--- src/rtl/ahb_to_apb_bridge.sv ---
// AHB-Lite slave to APB3 master bridge: one APB setup/access sequence per accepted AHB beat.
// Optional: define AHB_APB_ERR_EN to turn PSLVERR into a two-cycle AHB ERROR response.
module ahb_to_apb_bridge #(
  parameter int HADDR_WIDTH    = 32,
  parameter int APB_ADDR_WIDTH = 12
) (
  input  logic                      HCLK,
  input  logic                      HRESET,
  input  logic                      HSEL,
  input  logic [HADDR_WIDTH-1:0]    HADDR,
  input  logic [1:0]                HTRANS,
  input  logic                      HWRITE,
  input  logic [31:0]               HWDATA,
  input  logic                      HREADY,
  output logic                      HREADYOUT,
  output logic                      HRESP,
  output logic [31:0]               HRDATA,
  output logic [APB_ADDR_WIDTH-1:0] PADDR,
  output logic [31:0]               PWDATA,
  output logic                      PWRITE,
  output logic                      PSEL,
  output logic                      PENABLE,
  input  logic [31:0]               PRDATA,
  input  logic                      PREADY,
  input  logic                      PSLVERR,
  // FSM state: 0 IDLE, 1 LATCH, 2 SETUP, 3 ACCESS, 4 ERR1, 5 ERR2
  output logic [2:0]                dbg_state
);

  typedef enum logic [2:0] {
    ST_IDLE   = 3'd0,
    ST_LATCH  = 3'd1,
    ST_SETUP  = 3'd2,
    ST_ACCESS = 3'd3
`ifdef AHB_APB_ERR_EN
    ,
    ST_ERR1   = 3'd4,
    ST_ERR2   = 3'd5
`endif
  } state_t;

  state_t state;
  logic   apb_err;
  logic   take;
  logic   unused;

`ifdef AHB_APB_ERR_EN
  assign apb_err = PSLVERR;
`else
  assign apb_err = 1'b0;
`endif

  assign unused = ^{HADDR[HADDR_WIDTH-1:APB_ADDR_WIDTH], HTRANS[0], PSLVERR};

  // A beat is only taken while the bridge itself is signalling ready, so a
  // stalled data phase can never be overtaken by the next address phase.
  assign take = HSEL & HREADY & HTRANS[1] & HREADYOUT;

  always_comb begin
    HREADYOUT = 1'b0;
    HRESP     = 1'b0;
    HRDATA    = 32'h0;
    case (state)
      ST_IDLE:   HREADYOUT = 1'b1;
      ST_ACCESS: begin
        HREADYOUT = PREADY & ~apb_err;
        if (PREADY) HRDATA = PRDATA;
      end
`ifdef AHB_APB_ERR_EN
      ST_ERR1:   HRESP = 1'b1;
      ST_ERR2:   begin
        HREADYOUT = 1'b1;
        HRESP     = 1'b1;
      end
`endif
      default:   HREADYOUT = 1'b0;
    endcase
  end

  always_ff @(posedge HCLK) begin
    if (HRESET) begin
      state   <= ST_IDLE;
      PSEL    <= 1'b0;
      PENABLE <= 1'b0;
      PADDR   <= '0;
      PWDATA  <= 32'h0;
      PWRITE  <= 1'b0;
    end else begin
      if (take) begin
        PADDR  <= HADDR[APB_ADDR_WIDTH-1:0];
        PWRITE <= HWRITE;
      end
      case (state)
        ST_IDLE: begin
          if (take) state <= ST_LATCH;
        end
        ST_LATCH: begin
          state <= ST_SETUP;
          PSEL  <= 1'b1;
          if (PWRITE) PWDATA <= HWDATA;
        end
        ST_SETUP: begin
          state   <= ST_ACCESS;
          PENABLE <= 1'b1;
        end
        ST_ACCESS: begin
          if (PREADY) begin
            PSEL    <= 1'b0;
            PENABLE <= 1'b0;
            state   <= take ? ST_LATCH : ST_IDLE;
`ifdef AHB_APB_ERR_EN
            if (PSLVERR) state <= ST_ERR1;
`endif
          end
        end
`ifdef AHB_APB_ERR_EN
        ST_ERR1: state <= ST_ERR2;
        ST_ERR2: state <= take ? ST_LATCH : ST_IDLE;
`endif
        default: state <= ST_IDLE;
      endcase
    end
  end

  assign dbg_state = state;

endmodule
--- config.mk ---
export PLATFORM = sky130hd
export DESIGN_NAME = ahb_to_apb_bridge
export DESIGN_NICKNAME = d
export VERILOG_FILES = /design/src/rtl/ahb_to_apb_bridge.sv
export SDC_FILE = /design/constraint.sdc
export NUM_CORES = 1
export LEC_CHECK = 0
export BUFFER_PORTS_ARGS = -buffer_cell sky130_fd_sc_hd__buf_2
export CORE_ASPECT_RATIO = 0.6
export CORE_MARGIN = 1
export CORE_UTILIZATION = 25
export DETAILED_ROUTE_END_ITERATION = 16
export PLACE_DENSITY_LB_ADDON = 0.08
export SLEW_MARGIN = 10
export SYNTH_ARGS = -nofsm -noshare
export SYNTH_HDL_FRONTEND = slang
export SYNTH_SLANG_ARGS = --single-unit
--- constraint.sdc ---
create_clock -name HCLK -period 2 [get_ports HCLK]
set_input_delay 0.2 -clock HCLK [delete_from_list [all_inputs] [get_ports HCLK]]
set_output_delay 0.2 -clock HCLK [all_outputs]
set_load 0.1 [all_outputs]
==> results of run 1 <==
-- cells in the final DEF, fill, tap and decap left out, drive strengths merged, types with 2 or more instances in the layout --
cell type,count
conb,2
and3,32
nor2,3
ha,5
a21oi,47
buf,176
dfxtp,49
a211oi,2
mux2,2
clkbuf,7
inv,3
o21ai,14
nand2,65
nand3,14
-- final timing paths --
path                                           endpoint  slack (ps)                 startpoint
worst min register to register  PWDATA[30]$_SDFFE_PP0P_         450    PWDATA[30]$_SDFFE_PP0P_
worst min-delay path            PWDATA[13]$_SDFFE_PP0P_         140                 HWDATA[13]
worst max-delay path                          HREADYOUT         130  dbg_state[1]$_SDFFE_PP0P_
worst max register to register    PADDR[3]$_SDFFE_PP0P_         210  dbg_state[0]$_SDFFE_PP0P_
-- through the flow --
step | hold WS [ps] | TNS (ps) | utilization
after global routing | 138 | 0 | 0.446
after floorplan | 334 | -25.5 | -
final | 142 | 0 | 0.446
after global placement | 439 | 0 | 0.426
after CTS | 134 | 0 | 0.446
after detailed placement | 445 | 0 | 0.426
-- synthesized netlist by cell type (all sizes together) --
| master | number | share of area |
|---|---|---|
| a211oi | 2 | 0.0069 |
| a21o | 1 | 0.0069 |
| a21oi | 47 | 0.11 |
| a221oi | 1 | 0.0069 |
| a31oi | 1 | 0.0029 |
| and2 | 1 | 0.0029 |
| and3 | 32 | 0.091 |
| and3b | 1 | 0.0040 |
| and4b | 1 | 0.0046 |
| buf | 13 | 0.044 |
| clkbuf | 14 | 0.029 |
| conb | 1 | 0.0017 |
| dfxtp | 49 | 0.45 |
| ha | 5 | 0.029 |
| inv | 3 | 0.0051 |
| mux2 | 2 | 0.010 |
| nand2 | 65 | 0.11 |
| nand2b | 1 | 0.0029 |
| nand3 | 14 | 0.032 |
| nand4b | 1 | 0.0040 |
| nor2 | 3 | 0.0051 |
| nor3b | 1 | 0.0034 |
| o2111ai | 1 | 0.0069 |
| o21ai | 14 | 0.032 |
-- where the power goes --
part / switching [mW] / internal [mW] / total [mW] / leakage (nW)
registers: 0.0390 / 1.04 / 1.08 / 0.397
logic: 0.967 / 0.306 / 1.27 / 1.30
clock network: 0.371 / 0.574 / 0.945 / 0.0813
total: 1.38 / 1.92 / 3.29 / 1.77
-- area by class of cell --
type                            instances  area (um^2)  share of cell area
Clock buffer                            7          164              0.0433
Sequential cell                        49          986               0.260
Tap cell                              112          140              0.0370
Inverter                                3         11.3             0.00297
Multi-Input combinational cell        196         1090               0.287
Timing Repair Buffer                  176         1390               0.367
Clock inverter                          1         7.51             0.00198
-- logic make-up (layout without fill, tap and decap cells) --
kind of cell             Yosys count  count (layout)  share of synthesized area
AND/OR/NAND/NOR                  120             120                      0.262
AO/OA/AOI/OAI                     67              67                      0.172
flip-flops                        49              49                      0.448
buffers and inverters             30             187                     0.0778
adder cells (fa/ha/maj)            5               5                     0.0286
multiplexers                       2               2                     0.0103
other                              1               2                    0.00171
-- sequential cells by signal, indices dropped and copies added, names as in the netlist --
register / flops
PADDR: 12
PENABLE: 1
PSEL: 1
PWDATA: 32
PWRITE: 1
dbg_state: 2
-- worst min-delay path, delay by kind of cell --
kind                   cells  cell delay, ps
AOI/OAI and AO/OA          1              50
and+or+nand+nor            1              40
buffers and inverters      1              90
-- per-layer routing --
metal,GRT usage,share of wire
met2,0.225,0.42
met1,0.209,0.47
met5,0,0
met4,0.0407,0.0094
met3,0.0514,0.10
==> reports/metrics.sh, run 1 <==
RESULT_OF_THE_RUN='finished, final reports clean'
YS.WARNINGS.COUNT=0
PIN_COUNT_OF_THE_BIGGEST_NET_ENTERING_GLOBAL_ROUTING=50
DIE_AREA_MM2=0.00914
INITIAL_CORE_UTIL=0.258
CRIT_PATH_MAX_FANOUT=7
FINCLKSKEW_PS=3.26
TIMING_WORST_SETUP_PATH_TYPE='reg2out'
CATEGORY_OF_CELLS_ACCOUNTING_FOR_THE_LARGEST_SHARE_OF_CRITICAL_PATH_DELAY='buffers and inverters'
LAYOUT_SETUP_WS_PS=134
ANTENNA_CELLS_INSERTED=0
DP_WORST_SETUP_SLACK_PS=205
INITIALDRTVIOLATIONCOUNT=100
SLEW_HEADROOM=0.645
ROUTE.DETAILED.VIAS_PER_INST=4.47
POST_CTS_RESIZE_COUNT=0
RSZ_0062_RAISED_AFTER_GLOBAL_ROUTING='no'
POWER.DENSITY_CELL_AREA_mW_PER_MM2=870
CLKLATENCYLATEPIN_PS=290
FIRST_GLOBAL_VIAS=2048
WORSTHOLDPATHCELLS=3
FINISH.INSTANCE_AREA_MM2=0.00379
POST-ROUTE-DRC-COUNT=0
TIMING_MAX_TRANSITION_VIOLATIONS_FINAL=0
ARRIVAL_TIME_AT_THE_WORST_ENDPOINT_PS=1670
CP-END-KIND='output port'
NUM-NETS-FINAL=541
FILLERS=864
CTS_TREE='built'
CLKSLEWWORSTSETUPHOLDPATHS_PS=70
DESIGN_POWER_TOTAL_mW=3.29
CHAIN_OF_CELLS_FORMING_THE_CRITICAL_PATH='ha_1 -> a21oi_2 -> nor2_4 -> buf_2'
GRT_PASS1_WL_UM=10500
GROUTE.USAGE.OVERALL=0.152
ROUTED_LEN_INST_UM=12.9
POSTROUTEANTENNANETS=0
NUM_IO_PINS=189
SYNTH_AREA_PER_CELL_UM2=7.99
MAX_CAP_VIOL_COUNT=0
VIA_COUNT=2434
WORST_IR_DROP_VDD_V=0.000396
GLOBALROUTE.TOTALOVERFLOW=0
WORSTREGTOREGCELLS=6
CTS_SINKS=49
SYNTH_CELL_TYPES=29
TIMING_HOLD_VIOLATIONS_FINAL=0
CTS-ROOT-BUF='sky130_fd_sc_hd__clkbuf_16'
FINAL-INSTANCE-COUNT-EXCL-FILL=544
NUMPORTBUFFERS=164
DPL.CELL_COUNT=536
DPL.HPWL_UM=5350
FP-ROW-COUNT=26
HOLD_BUFFERS=0
CLOCK.FMAX_MHz=536
TIGHTEST_SLEW_PS=533
PLACE.GP.CONGESTION=0.716
INITIAL_ANTENNA_VIOLATION_COUNT=0
FIRSTDRTPASSITERS=4
SETUP_VIOL=0
CP_SLOWEST_CELL='sky130_fd_sc_hd__buf_2'
AREA_GROWTH_SYN_TO_LAYOUT_PCT=73.1
YOSYSSEQAREASHARE=0.448
FINAL_MIN_PERIOD_OVER_CLOCK_PERIOD=0.933
MAX_STAGE_DELAY_PS=420
CTS_INSERTED_BUFFERS=5
FINALCRITICALPERIOD_PS=1870
SYNTHCELLS=274
YOSYS_REGISTER_BITS=49
CRIT_PATH_START_KIND='flop'
CTSLONGESTPATHBUFFERS=2
DIE_H_UM=74.5
CORE_REGION_AREA_MM2=0.00849
NUMBER_OF_BUFFERS_INSERTED_BY_POST_CTS_SETUP_REPAIR=0
CRIT_PATH_BUF_INV_COUNT=1
DIE_WIDTH_UM=123
POST_DP_CELL_AREA_MM2=0.00362
LEAKAGE_nW=1.77
CP_DATA_REQUIRED_TIME_PS=1800
POST_SYNTHESIS_CELL_AREA_MM2=0.00219
HOLD_PATH.CLASS='in2reg'
FINAL_LAYOUT_SIZE_SUFFIX_GT1_FRAC=0.521
TIMING.CRITICAL_PATH.DEPTH=4
POSTROUTEWIRELENGTH_UM=7030
CTS.HTREE.LEVELS=2
No activity file was read; power rests on OpenSTA's default activity.
==> run 2, diff against run 1 <==
BUFFER_PORTS_ARGS = unset   (was -buffer_cell sky130_fd_sc_hd__buf_2)
CAP_MARGIN = 15   (was unset)
DONT_BUFFER_PORTS = 1   (was unset)
GPL_ROUTABILITY_DRIVEN = 0   (was unset)
==> run 2 against run 1 <==
  * Die area unchanged
  * Register-to-register slack got worse by 50 ps
  * Via count fell by 14%
  * Critical path type is now reg2reg
  * Count of clock-buffer cells in the layout decreased by 2
  * First-iteration DRC count down 19%
  * Clock power is 13% lower
  * Final area is 8.3% lower
  * Sequential power about the same
==> reports/metrics.sh, run 2 (synthesized netlist as in run 1, its figures left out) <==
MAX_CAP_VIOL_COUNT=0  # unchanged
SHARE_COMB_OF_TOTAL_POWER=0.409  # +0.023
COMMONEST_NON_FILL_NON_TAP_CELLS_IN_THE_LAYOUT='sky130_fd_sc_hd__nand2_1, sky130_fd_sc_hd__buf_4, sky130_fd_sc_hd__dfxtp_1'
TIMING_MAX_TRANSITION_VIOLATIONS_FINAL=0  # unchanged
SETUP_VIOL=0  # unchanged
CP_DATA_REQUIRED_TIME_PS=2180  # +380 ps
CLKPWRFRAC=0.257  # -0.030
DIE_H_UM=74.5  # unchanged
FINCLKSKEW_PS=5.35  # +2.10 ps
GRT_PASS1_WL_UM=9690  # -8.1%
CLOCK.FMAX_MHz=545  # +1.7%
CELLINTERNALPOWER_mW=1.84  # -3.8%
POSTROUTEWIRELENGTH_UM=6740  # -4.1%
ARRIVAL_TIME_AT_THE_WORST_ENDPOINT_PS=2020  # +350 ps
LARGEST_REGISTER_FFS=32  # unchanged
CTS_TREE='built'
FINAL_MIN_PERIOD_OVER_CLOCK_PERIOD=0.918  # -0.0156
CTS-ROOT-BUF='sky130_fd_sc_hd__clkbuf_16'
CTS.HTREE.LEVELS=2  # unchanged
FINISH.INSTANCE_AREA_MM2=0.00348  # -8.3%
PWR-SHARE-SEQ=0.335  # +0.008
POST_DP_CELL_AREA_MM2=0.00331  # -8.4%
POSTROUTEANTENNANETS=0  # unchanged
LEAKAGE_nW=1.44  # -19%
AREA_GROWTH_SYN_TO_LAYOUT_PCT=58.8
ANTENNA_CELLS_INSERTED=0  # unchanged
CLKLATENCYLATEPIN_PS=280  # about the same
POWER.SHARE.SWITCHING=0.423  # +0.00479
DPL.CELL_COUNT=450  # -16%
CORE_REGION_AREA_MM2=0.00849  # unchanged
DIE_AREA_MM2=0.00914  # unchanged
RSZ_0062_RAISED_AFTER_GLOBAL_ROUTING='no'
FP-ROW-COUNT=26  # unchanged
POST-ROUTE-DRC-COUNT=0  # unchanged
POWER.DENSITY_CELL_AREA_mW_PER_MM2=919  # +5.7%
WORST_IR_DROP_VDD_V=0.000445  # +13%
CRIT_PATH_MAX_FANOUT=6  # -1
CRIT_PATH_START_KIND='flop'
DESIGN_POWER_TOTAL_mW=3.19  # -3.0%
NUMPORTBUFFERS=0  # -100%
CTS_SINKS=49  # unchanged
NUM_IO_PINS=189  # unchanged
CP-END-KIND='flop'
INITIALDRTVIOLATIONCOUNT=81  # -19%
NUMBER_OF_BUFFERS_INSERTED_BY_POST_CTS_SETUP_REPAIR=0  # unchanged
FIRSTDRTPASSITERS=4  # unchanged
FINALSETUPTNS_PS=0  # unchanged
FIRST_GLOBAL_VIAS=1777  # -13%
FINAL-INSTANCE-COUNT-EXCL-FILL=459  # -16%
POST_CTS_RESIZE_COUNT=0  # unchanged
CTS_INSERTED_BUFFERS=5  # unchanged
ROUTE.DETAILED.VIAS_PER_INST=4.56  # +2.0%
TIMING_HOLD_VIOLATIONS_FINAL=0  # unchanged
INITIAL_ANTENNA_VIOLATION_COUNT=0  # unchanged
RESULT_OF_THE_RUN='finished, final reports clean'
CTSLONGESTPATHBUFFERS=2  # unchanged
INITIAL_CORE_UTIL=0.258  # unchanged
ROUTED_LEN_INST_UM=14.7  # +14%
TOP_REGISTER='PWDATA'
FINAL_LAYOUT_SIZE_SUFFIX_GT1_FRAC=0.403  # -0.117
GROUTE.USAGE.OVERALL=0.138  # -0.0137
P_SWITCHING_mW=1.35  # -1.9%
DIE_WIDTH_UM=123  # unchanged
NUM-NETS-FINAL=456  # -16%
DPL.HPWL_UM=4890  # -8.6%
GLOBALROUTE.TOTALOVERFLOW=0  # unchanged
VIA_COUNT=2095  # -14%
LAYOUT.CELLS.MOST_COMMON='sky130_fd_sc_hd__nand2_1'
TIMING_WORST_SETUP_PATH_TYPE='reg2reg'
FINALCRITICALPERIOD_PS=1840  # -31.2 ps
CLKSLEWWORSTSETUPHOLDPATHS_PS=70  # about the same
HOLD_PATH.CLASS='in2reg'
PIN_COUNT_OF_THE_BIGGEST_NET_ENTERING_GLOBAL_ROUTING=50  # unchanged
==> run 2: cell types whose count changed in the layout (fill, tap and decap cells not counted), sizes merged <==
cell and delta:
clkinv +2, buf -85, inv +1, clkbuf -2, clkinvlp -1
==> run 2: worst paths after layout <==
check	startpoint	endpoint	slack [ps]	cells past startpoint
setup reg to reg	dbg_state[0]$_SDFFE_PP0P_	dbg_state[0]$_SDFFE_PP0P_	160	5
hold / removal	HWDATA[12]	PWDATA[12]$_SDFFE_PP0P_	50	2
setup / recovery	dbg_state[0]$_SDFFE_PP0P_	dbg_state[0]$_SDFFE_PP0P_	160	5
hold reg to reg	PWDATA[24]$_SDFFE_PP0P_	PWDATA[24]$_SDFFE_PP0P_	450	2
==> run 2: critical path: stages (launching register included) <==
cell and delay [ps]:
sky130_fd_sc_hd__dfxtp_4 370, sky130_fd_sc_hd__inv_1 80, sky130_fd_sc_hd__ha_1 380, sky130_fd_sc_hd__and4b_1 460, sky130_fd_sc_hd__o2111ai_2 170, sky130_fd_sc_hd__a221oi_2 270
==> run 2: area by class of cell <==
cell class	instances	area [um^2]
inverter	3	11.3
fill	846	5010
timing repair buffer	91	1110
multi-input combinational	196	1090
clock buffer	5	125
tap	112	140
clock inverter	3	16.3
sequential	49	986
==> run 2: per-stage QoR <==
step / hold WS, ps / utilization / setup WS [ps]
final: 45.1 / 0.409 / 165
after global routing: 36.8 / 0.409 / 14.6
after CTS: 33.0 / 0.409 / 165
after detailed placement: 269 / 0.390 / 177
after global placement: 269 / 0.390 / 229
after floorplan: 334 / - / -25.5
==> run 2: power groups by stage <==
stage,combinational [mW],clock (mW),sequential [mW]
after floorplan,0.627,0,1.48
after global placement,1.29,0,1.09
after detailed placement,1.30,0,1.09
after CTS,1.32,0.868,1.07
after global routing,1.38,0.903,1.08
final,1.31,0.820,1.07
==> run 2: layer usage <==
metal | vias to the layer above | part of all wire | global-route usage
li1 | 1069 | - | -
met1 | 930 | 0.47 | 0.191
met2 | 94 | 0.41 | 0.199
met3 | 2 | 0.12 | 0.0613
met4 | 0 | 0.0033 | 0.0203
met5 | - | 0 | 0
==> run 2: repair_timing <==
action	in CTS	in global routing
endpoints found under the setup margin	0	0
endpoints found under the hold margin	49	0
hold buffers	1	0
